==> config.mk <==
export PLATFORM = sky130hd
export DESIGN_NAME = disp_vramresp
export DESIGN_NICKNAME = d
export VERILOG_FILES = /design/src/rtl/disp_vramresp.sv
export SDC_FILE = /design/constraint.sdc
export NUM_CORES = 1
export LEC_CHECK = 0
export CAP_MARGIN = 40
export CORE_MARGIN = 8
export CORE_UTILIZATION = 30
export CTS_CLUSTER_DIAMETER = 100
export DETAILED_ROUTE_END_ITERATION = 10
export GPL_TIMING_DRIVEN = 1
export PLACE_DENSITY_LB_ADDON = 0.25
export SLEW_MARGIN = 20
export SYNTH_ARGS = -nofsm -noshare
export SYNTH_HDL_FRONTEND = slang
export SYNTH_SLANG_ARGS = --single-unit
==> constraint.sdc <==
create_clock -name ACLK -period 6.7 [get_ports ACLK]
set_clock_uncertainty 0.2 [all_clocks]
set_input_delay 1.675 -clock ACLK [delete_from_list [all_inputs] [get_ports ACLK]]
set_output_delay 1.675 -clock ACLK [all_outputs]
set_load 0.05 [all_outputs]
==> src/rtl/disp_vramresp.sv <==
// AXI read responder that serves INCR bursts from a 32-bit VRAM port.
// Ports: ACLK/ARST, AR channel (ARADDR/ARLEN/ARVALID/ARREADY),
//        R channel (RDATA/RRESP/RLAST/RVALID/RREADY),
//        VRAM port (MEM_ADDR/MEM_RE out, MEM_RDATA in, one-cycle latency).
module disp_vramresp #(
    parameter logic [31:0] BASE_ADDR = 32'h2000_0000,
    parameter int          MEM_WORDS = 65536
) (
    input  logic        ACLK,
    input  logic        ARST,
    input  logic [31:0] ARADDR,
    input  logic [7:0]  ARLEN,
    input  logic        ARVALID,
    output logic        ARREADY,
    output logic [31:0] RDATA,
    output logic [1:0]  RRESP,
    output logic        RLAST,
    output logic        RVALID,
    input  logic        RREADY,
    output logic [15:0] MEM_ADDR,
    output logic        MEM_RE,
    input  logic [31:0] MEM_RDATA
);

    localparam logic [1:0]  S_IDLE  = 2'b01;
    localparam logic [1:0]  S_BURST = 2'b10;
    localparam logic [29:0] MW      = 30'(MEM_WORDS);

    logic [1:0]       state_q, state_d;
    logic             arready_q, arready_d;
    logic [31:0]      addr_q;
    logic [3:0]       len_q;
    logic [4:0]       icnt_q;
    logic             infl_q, infl_oor_q, infl_last_q;
    logic [15:0]      mem_addr_q;
    logic [1:0][31:0] fdata_q;
    logic [1:0][1:0]  fresp_q;
    logic [1:0]       flast_q;
    logic             rptr_q, wptr_q;
    logic [1:0]       cnt_q;

    logic        ar_hs, pop, push, more, issue, oor, head_last;
    logic [2:0]  occ;
    logic [31:0] beat_off;

    logic unused_ok;
    assign unused_ok = ^{ARLEN[7:4], ARADDR[1:0], beat_off[1:0]};

    assign ar_hs     = ARVALID & arready_q;
    assign pop       = (cnt_q != 2'd0) & RREADY;
    assign push      = infl_q;
    assign head_last = flast_q[rptr_q];

    // State register
    always_ff @(posedge ACLK) begin
        if (ARST) state_q <= S_IDLE;
        else      state_q <= state_d;
    end

    // Next-state logic
    always_comb begin
        state_d = state_q;
        unique case (1'b1)
            state_q[0]: if (ar_hs) state_d = S_BURST;
            state_q[1]: if (pop && head_last) state_d = S_IDLE;
            default:    state_d = S_IDLE;
        endcase
    end

    // Output / issue logic
    always_comb begin
        arready_d = state_d[0];
        beat_off  = addr_q - BASE_ADDR;
        oor       = (addr_q < BASE_ADDR) || (beat_off[31:2] >= MW);
        more      = icnt_q <= {1'b0, len_q};
        // Slots already claimed: FIFO entries plus the beat whose
        // memory data arrives next edge, minus the one leaving now.
        occ       = {1'b0, cnt_q} + {2'b00, infl_q} - {2'b00, pop};
        issue     = state_q[1] && more && (occ < 3'd2) && !ARST;
        MEM_RE    = issue && !oor;
        MEM_ADDR  = ARST ? 16'h0 : (MEM_RE ? beat_off[17:2] : mem_addr_q);
        RVALID    = cnt_q != 2'd0;
        RDATA     = RVALID ? fdata_q[rptr_q] : 32'h0;
        RRESP     = RVALID ? fresp_q[rptr_q] : 2'b00;
        RLAST     = RVALID ? head_last : 1'b0;
        ARREADY   = arready_q;
    end

    always_ff @(posedge ACLK) begin
        if (ARST) begin
            arready_q   <= 1'b0;
            addr_q      <= '0;
            len_q       <= '0;
            icnt_q      <= '0;
            infl_q      <= 1'b0;
            infl_oor_q  <= 1'b0;
            infl_last_q <= 1'b0;
            mem_addr_q  <= '0;
            fdata_q     <= '0;
            fresp_q     <= '0;
            flast_q     <= '0;
            rptr_q      <= 1'b0;
            wptr_q      <= 1'b0;
            cnt_q       <= '0;
        end else begin
            arready_q <= arready_d;
            if (ar_hs) begin
                addr_q <= {ARADDR[31:2], 2'b00};
                len_q  <= ARLEN[3:0];
                icnt_q <= '0;
            end else if (issue) begin
                addr_q <= addr_q + 32'd4;
                icnt_q <= icnt_q + 5'd1;
            end
            infl_q      <= issue;
            infl_oor_q  <= oor;
            infl_last_q <= icnt_q[3:0] == len_q;
            if (MEM_RE) mem_addr_q <= beat_off[17:2];
            if (push) begin
                fdata_q[wptr_q] <= infl_oor_q ? 32'h0 : MEM_RDATA;
                fresp_q[wptr_q] <= infl_oor_q ? 2'b10 : 2'b00;
                flast_q[wptr_q] <= infl_last_q;
                wptr_q          <= ~wptr_q;
            end
            if (pop) rptr_q <= ~rptr_q;
            cnt_q <= cnt_q + {1'b0, push} - {1'b0, pop};
        end
    end

endmodule

---- Yosys cells after proc, flatten, opt, wreduce, memory -nomap -nowiden ----
Index checks and enable logic that the tools add are counted.
Widths: inputs -> output; s select.
word-level totals
  register bits ........................... 137
  memories ................................ 0
  input port bits ......................... 76
  memory bits (writable) .................. 0
  memory bits (read-only) ................. 0
  bits in latches ......................... 0
operators by class
  add/subtract/negate cells ............... 7
  muxes and demuxes ....................... 27
  bitwise operators ....................... 4
  magnitude comparators ................... 7
  multiply operators ...................... 0
  div/mod/pow operators ................... 0
  reductions and logical operators ........ 12
  shift-type cells ........................ 0
  equality and inequality tests ........... 1
operators by type and width
  kind                    count
  $mux 32                 7
  $bwmux 64               1
  $add 32x3->32 const B   1
  $demux 32 s1            1
  $lt 32x30->1 const B    1
  $mux 16                 2
  $sub 32x30->32 const B  1
  $ge 30x17->1 const B    1
  $mux 2                  7
  $logic_and 1x1->1       6
  $add 5x1->5 const B     1
  $le 5x4->1              1
  $bwmux 4                1
  $eq 4x4->1              1
  $lt 1x2->1 const B      2
  $mux 1                  4
  $pmux 2 s2              1
  $reduce_bool 2->1       2
  $add 2x1->3             1
  $lt 3x2->1 const B      1
  $sub 3x1->3             1
  $add 2x1->2             1
  $and 1x1->1             2
  $bwmux 2                1
  8 further kinds         10

---- Depth between registers and ports, before layout ----
Gate-level depths: netlist (run 1).
  depth after elaboration ................. 9
  mapped depth ............................ 14

---- Worst setup path after synthesis (run 1) ----
Ideal clock, no wire load.
  path type ............................... input-to-output
  start ................................... in RREADY
  end ..................................... out MEM_RE
  data required time ...................... 4,825 ps
  path buffers ............................ 0
  stages on the path ...................... 11
  arrival ................................. 5,235 ps
  slack ................................... -410 ps
  cells stage by stage .................... o21ai_0 -> inv_1 -> ha_1 -> inv_1 -> ha_1 -> inv_1 -> fa_1 -> and4bb_2 -> nand2_1 -> a21oi_1 -> nor4bb_1
on the way
  longest elaborated chain between the ends .. 6
RTL lines
  what                            RTL line  source
  start: declaration              19        input logic RREADY,
  $and 1x1->1                     50        assign pop = (cnt_q != 2'd0) & RREADY;
  via pop                         42        logic ar_hs, pop, push, more, issue, oor, head_last;
  $sub 3x1->3                     78        occ = {1'b0, cnt_q} + {2'b00, infl_q} - {2'b00, pop};
  $lt 3x2->1                      79        issue = state_q[1] && more && (occ < 3'd2) && !ARST;
  $logic_and 1x1->1 (2 in a row)  79
  $logic_and 1x1->1               80        MEM_RE = issue && !oor;
  end: declaration                21        output logic MEM_RE,
The timed path passes the listed nets, and every way through them passes these cells.

---- Final worst setup path (run 1) ----
  start ................................... in RREADY
  end ..................................... out MEM_ADDR[12]
on the way
  longest elaborated chain between the ends .. 8
RTL lines
  what                            RTL line  source
  $and 1x1->1                     50
  via pop                         42
  $sub 3x1->3                     78
  $lt 3x2->1                      79
  $logic_and 1x1->1 (2 in a row)  79
  $logic_and 1x1->1               80
  $mux 16 (2 in a row)            --
  end: declaration                20        output logic [15:0] MEM_ADDR,
The timed path passes the listed nets, and every way through them passes these cells.

==> results of run 1 <==
## sequential cells by signal, indices dropped and copies added (netlist names)
register and count:
ARREADY 1, addr_q 30, cnt_q 2, fdata_q 64, flast_q 2, fresp_q 2, icnt_q 5, infl_last_q 1
infl_oor_q 1, infl_q 1, len_q 4, mem_addr_q 16, rptr_q 1, state_q 2, wptr_q 1
## synth_stat cells, types with 7 or more instances
library cell  instances
xor2_1                7
and2_1                7
xnor2_1               7
a211oi_1             12
ha_1                 11
dfxtp_1             133
nand3_1              12
nand4_1               9
or3_1                16
nor2_1               97
inv_1                16
mux2i_1              53
clkbuf_1             49
nand2_1             168
a311oi_1             14
nor2b_1              34
o21ai_0              17
a21oi_1              76
## tightest hold or removal path: cells and delay by family (launching register included)
kind / cells / cell delay (ns)
flops: 1 / 0.31
compound gates: 1 / 0.05
simple gates: 1 / 0.05
## worst max-delay path by stage
stage | to | from | slack (ns) | depth (start not counted)
after floorplan | MEM_ADDR[10] | RREADY | 0.03 | 13
after global placement | MEM_ADDR[1] | RREADY | 0.07 | 15
after detailed placement | MEM_ADDR[11] | RREADY | 0.05 | 15
after CTS | MEM_ADDR[8] | RREADY | 0.03 | 15
after global routing | MEM_ADDR[12] | RREADY | 0.21 | 16
final | MEM_ADDR[12] | RREADY | 0.35 | 16
## final cells by class
cell class                      instances  area, um^2
Fill cell                            2111       12200
Multi-Input combinational cell        603        3560
Sequential cell                       133        2660
Timing Repair Buffer                  144        1610
Clock buffer                           18         439
Tap cell                              275         344
Clock inverter                         14         150
Inverter                               16        60.1
Antenna cell                            1        2.50
## power groups by stage
stage	Combinational (mW)	Sequential, mW	Clock, mW
final	0.437	0.882	0.941
after floorplan	0.299	0.874	0
after global routing	0.482	0.891	1.00
after global placement	0.436	0.899	0
after CTS	0.438	0.881	0.967
after detailed placement	0.436	0.899	0
## metal layers
metal	share of wire, %	global-route usage [%]	up-vias
met5	0	0	-
met4	0.95	3.79	0
met3	7.2	4.88	13
met2	47	23.2	135
met1	45	16.9	2651
li1	-	-	2980
## cell families (layout without fill, tap and decap cells)
kind of cell    count (synthesis)  after routing  synth area share (%)
flops                         133            133                  41.4
mux                            54             54                  8.49
compound gates                142            142                  13.9
other cells                     1              2                0.0584
fa+ha+maj                      12             12                  2.45
simple gates                  379            379                  26.9
buf+inv                        71            192                  4.67
xor+xnor                       15             15                  2.16
## through the flow
step | power, mW | hold slack (ns) | std cells
4_1_cts | 2.29 | 0.256 | 1199
3_5_place_dp | 1.33 | 0.247 | 1167
5_1_grt | 2.38 | 0.266 | 1203
2_1_floorplan | 1.17 | 0.232 | 807
3_3_place_gp | 1.34 | 0.242 | 1166
6_report | 2.26 | 0.253 | 1204
## timing repair
action	in CTS	in global routing
setup buffers	0	3
hold buffers	0	0
resized for setup	0	25
setup endpoints to repair	0	16
==> reports/qor.yml, run 1 <==
pwr-share-clk_pct: 41.6
cts_buffers: 17
num_rows: 53
status: "complete, no violations"
synth_top_area_cell: "dfxtp_1"
synth-main-ff-cell: "dfxtp_1"
drv_cap: 0
drt_iter0_markers: 295
cts_max_level: 4
grt_max_degree: 70
start_util_pct: 30.6
cp-start-kind: "input port"
drive_above_1_share_pct: 10.3
cts_tree: "built"
die_w_um: 162
timing.fmax_mhz: 157
worstPathCellList: "dlymetal6s2s_1 > o21ai_2 > inv_1 > ha_1 > inv_1 > ha_1 > inv_1 > fa_1 > and4bb_2 > nand2_4 > a2111oi_4 > buf_4 > buf_12 > mux2i_2 > nor2_2 > clkbuf_16"
place_area_um2: 8080
synth-edff-count: 0
period_share_pct: 94.8
fin_ws_ns: 0.349
syn_nets: 895
max_stage_delay_ns: 0.49
die_h_um: 162
postSynthAreaPerCell_um2: 7.96
final_util_pct: 42.0
gp_congestion: 0.769
postLayoutCellArea_um2: 8830
grt-ovfl-total: 0
ant_nets: 0
cp.arrival_ns: 4.48
min_path_cells: 2
synth_area_leaders: "dfxtp_1 41%, nand2_1 9.8%, mux2i_1 8.3%"
hp-class: "flip-flop to flip-flop"
grt_antenna_before_repair: 0
r2r_slack_ns: 2.86
ys_seq_elements: 133
core_um2: 21000
grt_pass1_vias: 5732
finalCriticalPeriod_ns: 6.35
final_common_cell: "nand2_1"
final_cell_mix: "166 x nand2_1, 132 x dfxtp_1, 103 x clkdlybuf4s50_1, 91 x nor2_1, 76 x a21oi_1"
swShare_pct: 31.7
setup.worst_path.end_class: "output pin"
cp_common_cell: "inv_1"
io_pins: 130
rsz0062_at_grt: "no"
first_pass_iters: 6
holdPathEnd: "fdata_q[47]"
power_leakage_nw: 2.87
drv_slew: 0
drc: 0
crit_fanout: 8
synth_top_area_share_pct: 41.4
tightest_slew_ns: 0.812
p_switching_uw: 717
reg2regPathDepth: 14
ys_warn_count: 0
relSlewSlack_pct: 45.8
finalSetupViolCount: 0
track_usage_pct: 14.0
grt_pass1_wl_mm: 29.7
hp-start: "fdata_q[47]"
p_per_area_nw_per_um2: 256
internal_power_mw: 1.54
cts.clk_slew.worst_paths_ns: 0.06
vias: 5779
hold_viol_final: 0
rr_startpoint: "cnt_q[1]"
totalWireLength_mm: 18.2
synth-seq-area-share_pct: 41.4
pwr-share-comb_pct: 19.3
clock_latency_ns: 0.43
cts_buffer_depth: 2
place_ws_ns: 0.0526
seqPwrFrac_pct: 39.0
netlist_instances: 807
regToRegEndpoint: "addr_q[23]"
critPathKind: "input port to output pin"
via_per_inst: 4.80
portBuffers: 122
wire_per_inst_um: 15.1
async_flop_share_pct: 0
path_buf_inv: 7
required_ns: 4.83
syn_area_um2: 6420
root_buffer: "clkbuf_16"
die_area_um2: 26400
finalNetCount: 1003
cts_sinks: 133
critical-path-slowest-cell: "fa_1"
peakVddDrop_mv: 0.199
path_delay_family: "adder cells"
yosysUniqueCellTypes: 53
area_growth_pct: 37.4
fin_setup_tns_ns: 0
hpwl_mm: 12.0
Note: power is estimated with default switching activity, not from simulation.
==> run 2: changes to the inputs <==
--- a/config.mk
+++ b/config.mk
@@ -11,7 +11,7 @@
 export CTS_CLUSTER_DIAMETER = 100
 export DETAILED_ROUTE_END_ITERATION = 10
 export GPL_TIMING_DRIVEN = 1
-export PLACE_DENSITY_LB_ADDON = 0.25
+export PLACE_DENSITY_LB_ADDON = 0.1
 export SLEW_MARGIN = 20
 export SYNTH_ARGS = -nofsm -noshare
 export SYNTH_HDL_FRONTEND = slang
==> constraint.sdc (replaced) <==
create_clock -name ACLK -period 8.2 [get_ports ACLK]
set_clock_uncertainty 0.2 [all_clocks]
set_input_delay 2.05 -clock ACLK [delete_from_list [all_inputs] [get_ports ACLK]]
set_output_delay 2.05 -clock ACLK [all_outputs]
set_load 0.05 [all_outputs]
==> reports/qor.yml, run 2 (synthesis gave the netlist of run 1 again) <==
totalWireLength_mm: 18.5  # +1.9%
required_ns: 5.95  # +1.12 ns
drv_cap: 0  # unchanged
largest_reg_flops: 64  # unchanged
grt_max_degree: 63  # -10%
hp-class: "flip-flop to flip-flop"
gp_congestion: 0.730  # -5.1%
track_usage_pct: 14.2  # +0.27 points
finalCriticalPeriod_ns: 7.61
met1_usage_pct: 17.0  # +0.11 points
ant_nets: 0  # unchanged
use_met3_pct: 3.84  # -1.0 points
status: "complete, no violations"
drc: 0  # unchanged
final_cell_mix: "167 x nand2_1, 132 x dfxtp_1, 104 x clkdlybuf4s50_1, 96 x nor2_1, 76 x a21oi_1"
final_util_pct: 41.1  # -0.87 points
cts_setup_buffers: 0  # unchanged
cts_buffers: 17  # unchanged
rr_startpoint: "cnt_q[1]"
area_growth_pct: 34.5
clock_latency_ns: 0.41  # -0.02 ns
r2r_slack_ns: 4.21  # +1.35 ns
cts.clk_slew.worst_paths_ns: 0.06  # about the same
root_buffer: "clkbuf_16"
cp-start-kind: "input port"
post_cts_resized: 0  # unchanged
io_pins: 130  # unchanged
die_w_um: 162  # unchanged
drt_iter0_markers: 201  # -32%
grt_antenna_before_repair: 0  # unchanged
finalNetCount: 997  # -0.60%
top_usage_layer: "met2"
fill_cells: 2212  # +4.8%
portBuffers: 122  # unchanged
setup.worst_path.end_class: "output pin"
core_um2: 21000  # unchanged
hp-start: "fdata_q[27]"
cts_tree: "built"
drive_above_1_share_pct: 8.24  # -2.1 points
power_leakage_nw: 2.79  # -2.6%
holdPathEnd: "fdata_q[27]"
fin_setup_tns_ns: 0  # unchanged
grt-ovfl-total: 0  # unchanged
grtUsageMet2_pct: 24.4  # +1.3 points
drv_slew: 0  # unchanged
cts_buffer_depth: 2  # unchanged
hpwl_mm: 12.3  # +2.5%
period_share_pct: 92.8
min_path_cells: 2  # unchanged
die_h_um: 162  # unchanged
whs_ns: 0.253  # -0.000454 ns
grt_pass1_wl_mm: 30.3  # +1.8%
final_common_cell: "nand2_1"
relSlewSlack_pct: 46.8  # +0.98 points
peakVddDrop_mv: 0.133  # -33%
hold_buffers: 0  # unchanged
first_pass_iters: 4  # -2
cts_sinks: 133  # unchanged
die_area_um2: 26400  # unchanged
top_register: "fdata_q"
start_util_pct: 30.6  # unchanged
wire_per_inst_um: 15.5  # +2.5%
via_per_inst: 4.71  # -1.8%
timing.fmax_mhz: 131
num_rows: 53  # unchanged
diodes: 0  # -1
rsz0062_at_grt: "no"
critPathKind: "input port to output pin"
crit_fanout: 13  # +5
reg2regPathDepth: 13  # -1
grt_pass1_vias: 5730  # -0.035%
vias: 5643  # -2.4%
regToRegEndpoint: "addr_q[26]"
cp.arrival_ns: 5.36  # +0.88 ns
cts_max_level: 4  # unchanged
tightest_slew_ns: 0.776  # -0.0361 ns
biggestRegsByFlops: "fdata_q (64), addr_q (30), mem_addr_q (16)"
hold_viol_final: 0  # unchanged
finalSetupViolCount: 0  # unchanged
p_per_area_nw_per_um2: 210  # -18%
-- run 2: worst max-delay path by stage --
| stage | to | startpoint | depth (start not counted) |
|---|---|---|---|
| final | MEM_ADDR[12] | RREADY | 15 |
| after global routing | MEM_ADDR[12] | RREADY | 15 |
| after CTS | MEM_ADDR[13] | RREADY | 15 |
| after detailed placement | MEM_ADDR[12] | RREADY | 15 |
| after global placement | MEM_ADDR[13] | RREADY | 15 |
| after floorplan | MEM_RE | RREADY | 11 |
-- run 2: worst max-delay path: stages --
cell	delay (ns)
clkdlybuf4s50_1	0.40
o21ai_0	0.18
inv_1	0.09
ha_1	0.29
inv_1	0.06
ha_1	0.13
inv_1	0.05
fa_1	0.49
and4bb_2	0.29
nand2_1	0.15
a2111oi_4	0.33
buf_4	0.31
mux2i_1	0.11
nor2_1	0.24
buf_12	0.18
-- run 2: per-layer routing --
metal	share of wire [%]	vias up
li1	-	2956
met1	46	2578
met2	48	96
met3	5.0	13
met4	1.1	0
met5	0	-
-- run 2: cell type report --
class                      count  area, um^2  share of cell area [%]
tap                          275         344                    3.98
multi-input combinational    603        3470                    40.1
clock inverter                14         150                    1.74
timing repair buffer         138        1530                    17.6
sequential                   133        2660                    30.8
inverter                      16        60.1                   0.695
clock buffer                  18         429                    4.97
-- run 2: metrics by stage --
step	instance area, um^2	setup WS, ns	std cells	power (mW)
after detailed placement	8060	0.622	1164	1.09
after global routing	8640	0.333	1197	1.92
final	8640	0.591	1197	1.82
after global placement	8020	0.629	1162	1.08
after CTS	8630	0.575	1196	1.85
after floorplan	6420	0.340	807	0.958
-- run 2: where the power goes --
part | total (mW) | internal, mW | switching (mW)
combinational | 0.344 | 0.134 | 0.210
sequential | 0.721 | 0.677 | 0.0443
clock | 0.750 | 0.450 | 0.300
==> run 3: changes to the inputs <==
--- a/config.mk
+++ b/config.mk
@@ -12,6 +12,7 @@
 export DETAILED_ROUTE_END_ITERATION = 10
 export GPL_TIMING_DRIVEN = 1
 export PLACE_DENSITY_LB_ADDON = 0.1
+export RECOVER_POWER = 100
 export SLEW_MARGIN = 20
 export SYNTH_ARGS = -nofsm -noshare
 export SYNTH_HDL_FRONTEND = slang
==> reports/qor.yml, run 3 (synthesis gave the netlist of run 1 again) <==
hp-start: "fdata_q[27]"
post_cts_resized: 0  # unchanged
io_pins: 130  # unchanged
biggestRegsByFlops: "fdata_q (64), addr_q (30), mem_addr_q (16)"
finalSetupViolCount: 0  # unchanged
rsz0062_at_grt: "no"
diodes: 0  # unchanged
vias: 5646  # +0.053%
die_area_um2: 26400  # unchanged
cts_buffers: 17  # unchanged
hold_viol_final: 0  # unchanged
grt-ovfl-total: 0  # unchanged
grt_antenna_before_repair: 0  # unchanged
clock_latency_ns: 0.41  # about the same
power_leakage_nw: 2.86  # +2.4%
finalNetCount: 997  # unchanged
finalCriticalPeriod_ns: 7.74  # +0.126 ns
cts_buffer_depth: 2  # unchanged
peakVddDrop_mv: 0.133  # about the same
rr_startpoint: "cnt_q[1]"
postLayoutCellArea_um2: 8510  # -1.5%
status: "finished with violations"
cts_tree: "built"
max_stage_delay_ns: 0.49  # about the same
num_rows: 53  # unchanged
final_common_cell: "nand2_1"
die_w_um: 162  # unchanged
worstPathCellList: "clkdlybuf4s50_1 > o21ai_0 > inv_1 > ha_1 > inv_1 > ha_1 > inv_1 > fa_1 > and4bb_1 > nand2_1 > a2111oi_4 > buf_4 > mux2i_1 > nor2_1 > clkbuf_2"
r2r_slack_ns: 3.90  # -0.31 ns
period_share_pct: 94.3  # +1.5 points
drt_iter0_markers: 191  # -5.0%
via_per_inst: 4.72  # about the same
critical-path-slowest-cell: "fa_1"
cts.clk_slew.worst_paths_ns: 0.06  # about the same
critPathKind: "input port to output pin"
portBuffers: 122  # unchanged
cts_sinks: 133  # unchanged
whs_ns: 0.253  # +0.000133 ns
tightest_slew_ns: 2.79  # +2.02 ns
final_cell_mix: "167 x nand2_1, 132 x dfxtp_1, 97 x nor2_1, 76 x a21oi_1, 55 x clkdlybuf4s50_1"
track_usage_pct: 14.2  # unchanged
ant_nets: 0  # unchanged
path_buf_inv: 6  # unchanged
place_area_um2: 8060  # unchanged
gp_congestion: 0.730  # unchanged
root_buffer: "clkbuf_16"
reg2regPathDepth: 13  # unchanged
drc: 0  # unchanged
fin_setup_tns_ns: 0  # unchanged
area_growth_pct: 32.5
cp-start-kind: "input port"
hp-class: "flip-flop to flip-flop"
largest_reg_flops: 64  # unchanged
core_um2: 21000  # unchanged
cp.arrival_ns: 5.49  # +0.13 ns
path_delay_family: "buffers and inverters"
regToRegEndpoint: "addr_q[26]"
first_pass_iters: 4  # unchanged
holdPathEnd: "fdata_q[27]"
crit_fanout: 13  # unchanged
die_h_um: 162  # unchanged
cp_common_cell: "inv_1"
relSlewSlack_pct: -86.1  # -130 points
drv_cap: 2  # +2
p_per_area_nw_per_um2: 212  # +0.97%
cts_max_level: 4  # unchanged
timing.fmax_mhz: 129  # -1.6%
grt_pass1_wl_mm: 30.3  # unchanged
min_path_cells: 2  # unchanged
top_register: "fdata_q"
totalWireLength_mm: 18.5  # -0.14%
hpwl_mm: 12.3  # unchanged
wire_per_inst_um: 15.4  # -0.14%
setup.worst_path.end_class: "output pin"
grt_max_degree: 63  # unchanged
start_util_pct: 30.6  # unchanged
cts_setup_buffers: 0  # unchanged
drive_above_1_share_pct: 7.05  # -1.2 points
drv_slew: 107  # +107
final_util_pct: 40.5  # -0.61 points
required_ns: 5.95  # about the same
hold_buffers: 0  # unchanged
grt_pass1_vias: 5730  # unchanged
violations: "max-capacitance violations, max-slew violations"
## run 3: through the flow
stage	power, mW	std cells	worst slack, ns
final	1.81	1197	0.464
after global routing	1.91	1197	0.174
after CTS	1.85	1196	0.575
after detailed placement	1.09	1164	0.622
after global placement	1.08	1162	0.629
after floorplan	0.958	807	0.340
## run 3: cell type report
cell class / count / area (um^2)
clock buffer: 18 / 429
clock inverter: 14 / 150
fill: 2226 / 12500
inverter: 16 / 60.1
multi-input combinational: 603 / 3470
sequential: 133 / 2660
tap: 275 / 344
timing repair buffer: 138 / 1400
## run 3: worst max-delay path by stage
stage / slack, ns / startpoint / to / cells past startpoint
after floorplan: 0.34 / RREADY / MEM_RE / 11
after global placement: 0.63 / RREADY / MEM_ADDR[13] / 15
after detailed placement: 0.62 / RREADY / MEM_ADDR[12] / 15
after CTS: 0.58 / RREADY / MEM_ADDR[13] / 15
after global routing: 0.17 / RREADY / MEM_ADDR[12] / 15
final: 0.46 / RREADY / MEM_ADDR[12] / 15
## run 3: tightest hold or removal path, stage by stage, from the launching register on
cell and delay, ns:
dfxtp_1 0.31, nand2_1 0.05, a21oi_1 0.05
## run 3: power breakdown
| part | total [mW] | switching [mW] | internal, mW |
|---|---|---|---|
| clock network | 0.750 | 0.300 | 0.450 |
| logic | 0.335 | 0.209 | 0.125 |
| registers | 0.721 | 0.0436 | 0.677 |
| total | 1.81 | 0.553 | 1.25 |
## run 3: layer usage
metal  part of all wire (%)  wire length (um)  up-vias  GRT usage [%]
met5                      0                 0        -              0
met4                    1.1               208        0           4.50
met3                    5.2               968       13           3.84
met2                     48              8890      102           24.4
met1                     46              8410     2578           17.0
li1                       -                 -     2953              -
